--- src/rtl/seq_detect_param_if.sv ---
// rtl/seq_detect_param_if.sv - serial pattern detector bus: bit stream, pattern load, match outputs
interface seq_detect_param_if #(
   parameter int PAT_LEN = 4,
   parameter int CNT_W   = 8
);
   logic               en;
   logic               w;
   logic               pat_load;
   logic [PAT_LEN-1:0] pat_in;
   logic               cnt_clr;
   logic               z;
   logic [CNT_W-1:0]   match_cnt;
   logic               cnt_sat;

   modport master (
      output en, w, pat_load, pat_in, cnt_clr,
      input  z, match_cnt, cnt_sat
   );

   modport slave (
      input  en, w, pat_load, pat_in, cnt_clr,
      output z, match_cnt, cnt_sat
   );
endinterface

--- src/rtl/seq_detect_param.sv ---
// rtl/seq_detect_param.sv - loadable serial pattern detector with saturating match counter
module seq_detect_param #(
   parameter int                 PAT_LEN = 4,
   parameter logic [PAT_LEN-1:0] PATTERN = 4'b1101,
   parameter int                 OVERLAP = 1,
   parameter int                 CNT_W   = 8
) (
   input logic              clk,
   input logic              rst,
   seq_detect_param_if.slave bus
);
   localparam int FILL_W = $clog2(PAT_LEN + 1);
   localparam logic [FILL_W-1:0] FULL    = FILL_W'(PAT_LEN);
   localparam logic [CNT_W-1:0]  CNT_MAX = '1;

   logic [PAT_LEN-1:0] pat;
   logic [PAT_LEN-1:0] hist;
   logic [PAT_LEN-1:0] hist_n;
   logic [FILL_W-1:0]  fill;
   logic [FILL_W-1:0]  fill_n;
   logic               accept;
   logic               match;
   logic               z_q;
   logic [CNT_W-1:0]   cnt;

   // fill tracks how many valid bits hist holds, so a match needs a full window
   always_comb begin
      accept = bus.en && !bus.pat_load;
      hist_n = {hist[PAT_LEN-2:0], bus.w};
      fill_n = (fill == FULL) ? fill : fill + 1'b1;
      match  = accept && (fill_n == FULL) && (hist_n == pat);
   end

   always_ff @(posedge clk) begin
      if (rst) begin
         pat  <= PATTERN;
         hist <= '0;
         fill <= '0;
         z_q  <= 1'b0;
         cnt  <= '0;
      end else begin
         z_q <= match;
         if (bus.pat_load) begin
            pat  <= bus.pat_in;
            hist <= '0;
            fill <= '0;
         end else if (bus.en) begin
            hist <= hist_n;
            fill <= (match && (OVERLAP == 0)) ? '0 : fill_n;
         end

         // a coincident clear still counts the match that lands on the same edge
         if (match) begin
            if (bus.cnt_clr)
               cnt <= CNT_W'(1);
            else if (cnt != CNT_MAX)
               cnt <= cnt + 1'b1;
         end else if (bus.cnt_clr) begin
            cnt <= '0;
         end
      end
   end

   assign bus.z         = z_q;
   assign bus.match_cnt = cnt;
   assign bus.cnt_sat   = (cnt == CNT_MAX);
endmodule
--- src/flat_wrapper.sv ---
// flat-port wrapper written by rule: the top's interface ports become plain ports
module seq_detect_param_flat 
#(
   parameter int                 PAT_LEN = 4,
   parameter logic [PAT_LEN-1:0] PATTERN = 4'b1101,
   parameter int                 OVERLAP = 1,
   parameter int                 CNT_W   = 8
)
  (clk, rst, bus_en, bus_w, bus_pat_load, bus_pat_in, bus_cnt_clr, bus_z, bus_match_cnt, bus_cnt_sat);
  seq_detect_param_if #(.PAT_LEN(PAT_LEN), .CNT_W(CNT_W)) bus_i ();
  input logic clk;
  input logic rst;
  input wire logic [$bits(bus_i.en)-1:0] bus_en;
  input wire logic [$bits(bus_i.w)-1:0] bus_w;
  input wire logic [$bits(bus_i.pat_load)-1:0] bus_pat_load;
  input wire logic [$bits(bus_i.pat_in)-1:0] bus_pat_in;
  input wire logic [$bits(bus_i.cnt_clr)-1:0] bus_cnt_clr;
  output wire logic [$bits(bus_i.z)-1:0] bus_z;
  output wire logic [$bits(bus_i.match_cnt)-1:0] bus_match_cnt;
  output wire logic [$bits(bus_i.cnt_sat)-1:0] bus_cnt_sat;
  assign bus_i.en = bus_en;
  assign bus_i.w = bus_w;
  assign bus_i.pat_load = bus_pat_load;
  assign bus_i.pat_in = bus_pat_in;
  assign bus_i.cnt_clr = bus_cnt_clr;
  assign bus_z = bus_i.z;
  assign bus_match_cnt = bus_i.match_cnt;
  assign bus_cnt_sat = bus_i.cnt_sat;
  seq_detect_param #(.PAT_LEN(PAT_LEN), .PATTERN(PATTERN), .OVERLAP(OVERLAP), .CNT_W(CNT_W)) u_core (.clk(clk), .rst(rst), .bus(bus_i));
endmodule
--- config.mk ---
export PLATFORM = sky130hd
export DESIGN_NAME = seq_detect_param_flat
export DESIGN_NICKNAME = d
export VERILOG_FILES = /design/src/rtl/seq_detect_param_if.sv /design/src/rtl/seq_detect_param.sv /design/src/flat_wrapper.sv
export SDC_FILE = /design/constraint.sdc
export NUM_CORES = 1
export LEC_CHECK = 0
export CAP_MARGIN = 20
export CORE_ASPECT_RATIO = 1.5
export CORE_MARGIN = 2
export CORE_UTILIZATION = 44
export CTS_BUF_LIST = sky130_fd_sc_hd__clkbuf_4
export DETAILED_ROUTE_END_ITERATION = 8
export GPL_TIMING_DRIVEN = 1
export PLACE_DENSITY = 0.7
export SYNTH_ARGS = -nofsm -noshare
export SYNTH_HDL_FRONTEND = slang
export SYNTH_SLANG_ARGS = --single-unit
--- constraint.sdc ---
create_clock -name clk -period 6.7 [get_ports clk]
set_clock_uncertainty 0.1 [all_clocks]
set_input_delay 1.34 -clock clk [delete_from_list [all_inputs] [get_ports clk]]
set_output_delay 1.34 -clock clk [all_outputs]
set_load 0.02 [all_outputs]
== After elaboration in Yosys (flattened, before gate mapping) ==
Cells that the tools add are included.
Storage, ports and cells
  bits of input ports: 10
  memory bits (writable): 0
  logic and storage cells: 25
  latch bits: 0
  memories: 0
  flip-flop bits (word level): 19
  memory bits (read-only): 0
  output and inout port bits: 10
Cells by class
  reductions and logical operators: 8
  muxes and demuxes: 5
  shifts and indexed selects: 0
  magnitude comparators: 0
  divide/modulo/power cells: 0
  $add $sub $neg: 2
  multipliers: 0
  bitwise logic cells: 0
  equal/unequal tests: 5
Operators by type and width (count)
  two-way mux 8 bit: 4
  adder 8 x 1 -> 8 bit, second input constant: 1
  equality test 8 bit, second input constant: 1
  inequality test 8 bit, second input constant: 1
  equality test 3 bit, second input constant: 2
  equality test 4 bit: 1
  nonzero test 2 bit: 2
  adder 3 x 1 -> 3 bit, second input constant: 1
  logical AND 1 bit: 3
  two-way mux 3 bit: 1
  AND reduction 2 bit: 1
  OR reduction 2 bit: 1
  logical NOT 1 bit: 1

== Depth between registers and ports, before layout ==
  depth in word-level cells: 7
  gate-level depth with buffers: 8
  gate-level depth less buffers: 7

== Worst setup path after synthesis ==
Ideal clock, no wire load.
  path type: register to output
  start point: reg u_core.cnt[0], in the netlist u_core.bus.match_cnt[0]
  end point: out bus_cnt_sat
  path slack: 3.912 ns
  buffers on the path: 1
  stages on the path, launching flop included: 5
  arrival time: 1.348 ns
  cells stage by stage: dfxtp_1 -> ha_1 -> nand3_1 -> nor3b_1 -> buf_2
Between the ends
  word-level cells in the longest chain between the ends: 1
Ends and longest elaborated chain
  from (decl): RTL line seq_detect_param.sv:24  | logic [CNT_W-1:0] cnt;
  from (signal assigned): RTL line seq_detect_param.sv:57  | cnt <= cnt + 1'b1;
  equality test 8 bit: RTL line seq_detect_param.sv:66  | assign bus.cnt_sat = (cnt == CNT_MAX);
  to (decl): RTL line flat_wrapper.sv:20  | output wire logic [$bits(bus_i.cnt_sat)-1:0] bus_cnt_sat;
Every way passes these cells.

== Worst setup path after layout ==
Same ends and word-level chain as after synthesis.

==> metrics.cfg <==
[outcome]
outcome=finished, final reports clean

[placement]
globalplace.congestion=0.756
post-dp-hpwl_um=1320
port_buffers=19

[finish]
antenna_cells=0
ff_latch_area_um2=380
nFillCells=201
most-common-layout-cells=19 x clkdlybuf4s50_1, 19 x dfxtp_1, 10 x nor2_1
fin_util=0.543
syn_to_final_growth_pct=20.4
nets=137
drive_above_1_share=0.122
multi_input_area_um2=534

[setup_path]
cpMaxStageDelayCell=clkdlybuf4s50_1
endpoint_kind=primary output
rrSetupSlack_ns=4.27
cp_max_fo=8
cp.required_ns=5.26
cp_cell_sequence=ha_1, nand3_1, nor3b_1, clkbuf_2, clkdlybuf4s50_1
r2r-start=u_core.fill[0]
worstSetupPathType=register to primary output
crit_path_start_kind=register
critPathBufInv=2
slowest_delay_ns=0.62
path_delay_family=buffers and inverters
ff2ff_path_depth=7
arrival_ns=2.43
crit-reg2reg-capture=u_core.bus.match_cnt[5]

[floorplanning]
dieHeight_um=61.9
core_area_um2=2180
die_width_um=42.6
die_area_um2=2640
rows=21
top_level_ports=20
start_util=0.451

[worst_hold_path]
whs_endpoint=u_core.bus.match_cnt[6]
hold_path.class=register to register
holdPathStages=1
hp-start=u_core.bus.match_cnt[6]

[clock_network]
cts_hold_buffers=0
clk_pin_slew_worst_paths_ns=0.11
htree_num_levels=1
worstSkewPairLatency_ns=0.29
post_cts_resize_count=0
cts_root_buf=clkbuf_4
clock_sinks=19
cts_buffer_depth=2
cts_inserted_buffers=3
cts_tree=built
post-cts-setup-buffers=0

[synthesis]
synth-edff-count=0
ys_ff_latch=19
synth-main-ff-cell=dfxtp_1
synth-async-reset-ratio=0
yosysTopAreaCell=dfxtp_1
synth.avg_cell_area_um2=9.28
yosysSeqAreaShare=0.387
synth_fp_nets=119
ys_types=36
ys_warn_count=0
synthCells=106
syn_area_um2=983
synth.top_cell.area_share=0.387
synthTopCellsByArea=dfxtp_1 39%, mux2i_1 5.1%, ha_1 3.8%

[routing]
vias=795
wl_per_cell_um=12.1
routed_wirelength_um=1760
drtIter0Drc=11
drt_pass1_iterations=2
drc=0
drtAntennaViolNets=0
vias_per_cell=5.45

[grt]
grt_first_pass_wirelength_um=2810
antenna_found_initial=0
grt_pass1_vias=689
grtUsageTotal=0.141
overflow=0
grt_start_max_net_pins=16

[timing]
setup_viol=0
period_minus_slack_ns=3.87
drv_slew=0
hold_violations=0
tightest_slew_ns=0.514
rsz0062_at_grt=no
relSlewSlack=0.657
finalCritPeriodShare=0.578
fin_setup_tns_ns=0
fmax_mhz=258

[power_and_ir_drop]
p_seq_frac=0.591
p_int_mw=0.153
clkPwrFrac=0.315
leakagePower_nw=0.419
combinationalPowerShare=0.094
switchingPower_mw=0.0450
p_per_area_nw_per_um2=167
switching_share=0.227
peakVddDrop_mv=0.117

[flow_run]
maxCapViolations=0

-- stage by stage --
step / setup slack, ns / std cells / instance area [µm²] / hold WS (ns) / power [mW]
2_1_floorplan: 3.91 / 106 / 983 / 0.380 / 0.132
3_3_place_gp: 2.92 / 141 / 1150 / 0.362 / 0.138
3_5_place_dp: 2.82 / 141 / 1150 / 0.376 / 0.138
4_1_cts: 2.48 / 145 / 1180 / 0.391 / 0.200
5_1_grt: 2.68 / 146 / 1180 / 0.425 / 0.206
6_report: 2.83 / 146 / 1180 / 0.395 / 0.198
-- synthesized netlist by cell type, types with 2 or more instances --
master,number
nor2_1,10
a211oi_1,2
nor2b_1,4
ha_1,3
mux2i_1,5
a211o_1,3
or4_1,3
and3_2,2
o31ai_1,4
nand3_1,4
buf_2,2
dfxtp_1,19
xor2_1,4
inv_1,4
nand2_1,5
a21oi_1,6
or2_2,3
nor3_1,3
buf_6,2
clkbuf_1,2
-- kinds of logic after synthesis --
logic type      after synthesis  share of synthesized area
simple gates                 41                      0.246
compound gates               22                      0.164
flops                        19                      0.387
mux                           5                     0.0509
buf+inv                      11                     0.0700
xor+xnor                      5                     0.0445
fa+ha+maj                     3                     0.0382
-- worst max-delay path by stage --
stage	slack, ns	startpoint	depth (start not counted)	endpoint
3_5_place_dp	2.82	u_core.bus.match_cnt[0]	4	bus_cnt_sat
4_1_cts	2.48	u_core.bus.match_cnt[0]	4	bus_cnt_sat
5_1_grt	2.68	u_core.bus.match_cnt[0]	5	bus_cnt_sat
6_report	2.83	u_core.bus.match_cnt[0]	5	bus_cnt_sat
2_1_floorplan	3.91	u_core.bus.match_cnt[0]	4	bus_cnt_sat
3_3_place_gp	2.92	u_core.bus.match_cnt[0]	4	bus_cnt_sat
-- sequential cells by signal, summed over array words and instances (netlist names) --
register,count
u_core.fill,3
u_core.bus.match_cnt,8
u_core.pat,4
u_core.hist,3
u_core.bus.z,1
-- worst register-to-register path: stages, from the launching register on --
cell     delay, ns
dfxtp_1       0.41
inv_1         0.09
ha_1          0.24
or3b_1        0.37
a31oi_2       0.22
nand3_2       0.27
or4_1         0.54
a21oi_1       0.14
-- power by group through the flow --
stage	clock [mW]	sequential (mW)	combinational, mW
3_3_place_gp	0	0.120	0.0183
4_1_cts	0.0640	0.117	0.0187
2_1_floorplan	0	0.119	0.0131
3_5_place_dp	0	0.120	0.0187
6_report	0.0624	0.117	0.0186
5_1_grt	0.0677	0.117	0.0205
-- routing by layer --
metal  global-route usage  up-vias  routed length, µm
li1                     -      414                  -
met1                0.154      364                770
met2                0.268       13                904
met3               0.0202        4                 56
met4               0.0714        0                 32
met5                    0        -                  0
-- layout make-up --
type,count,area share
clock buffer,4,0.0254
sequential,19,0.321
timing repair buffer,20,0.165
multi-input combinational,76,0.451
inverter,4,0.0127
tap,23,0.0243
Note: power is estimated with default switching activity, not from simulation.
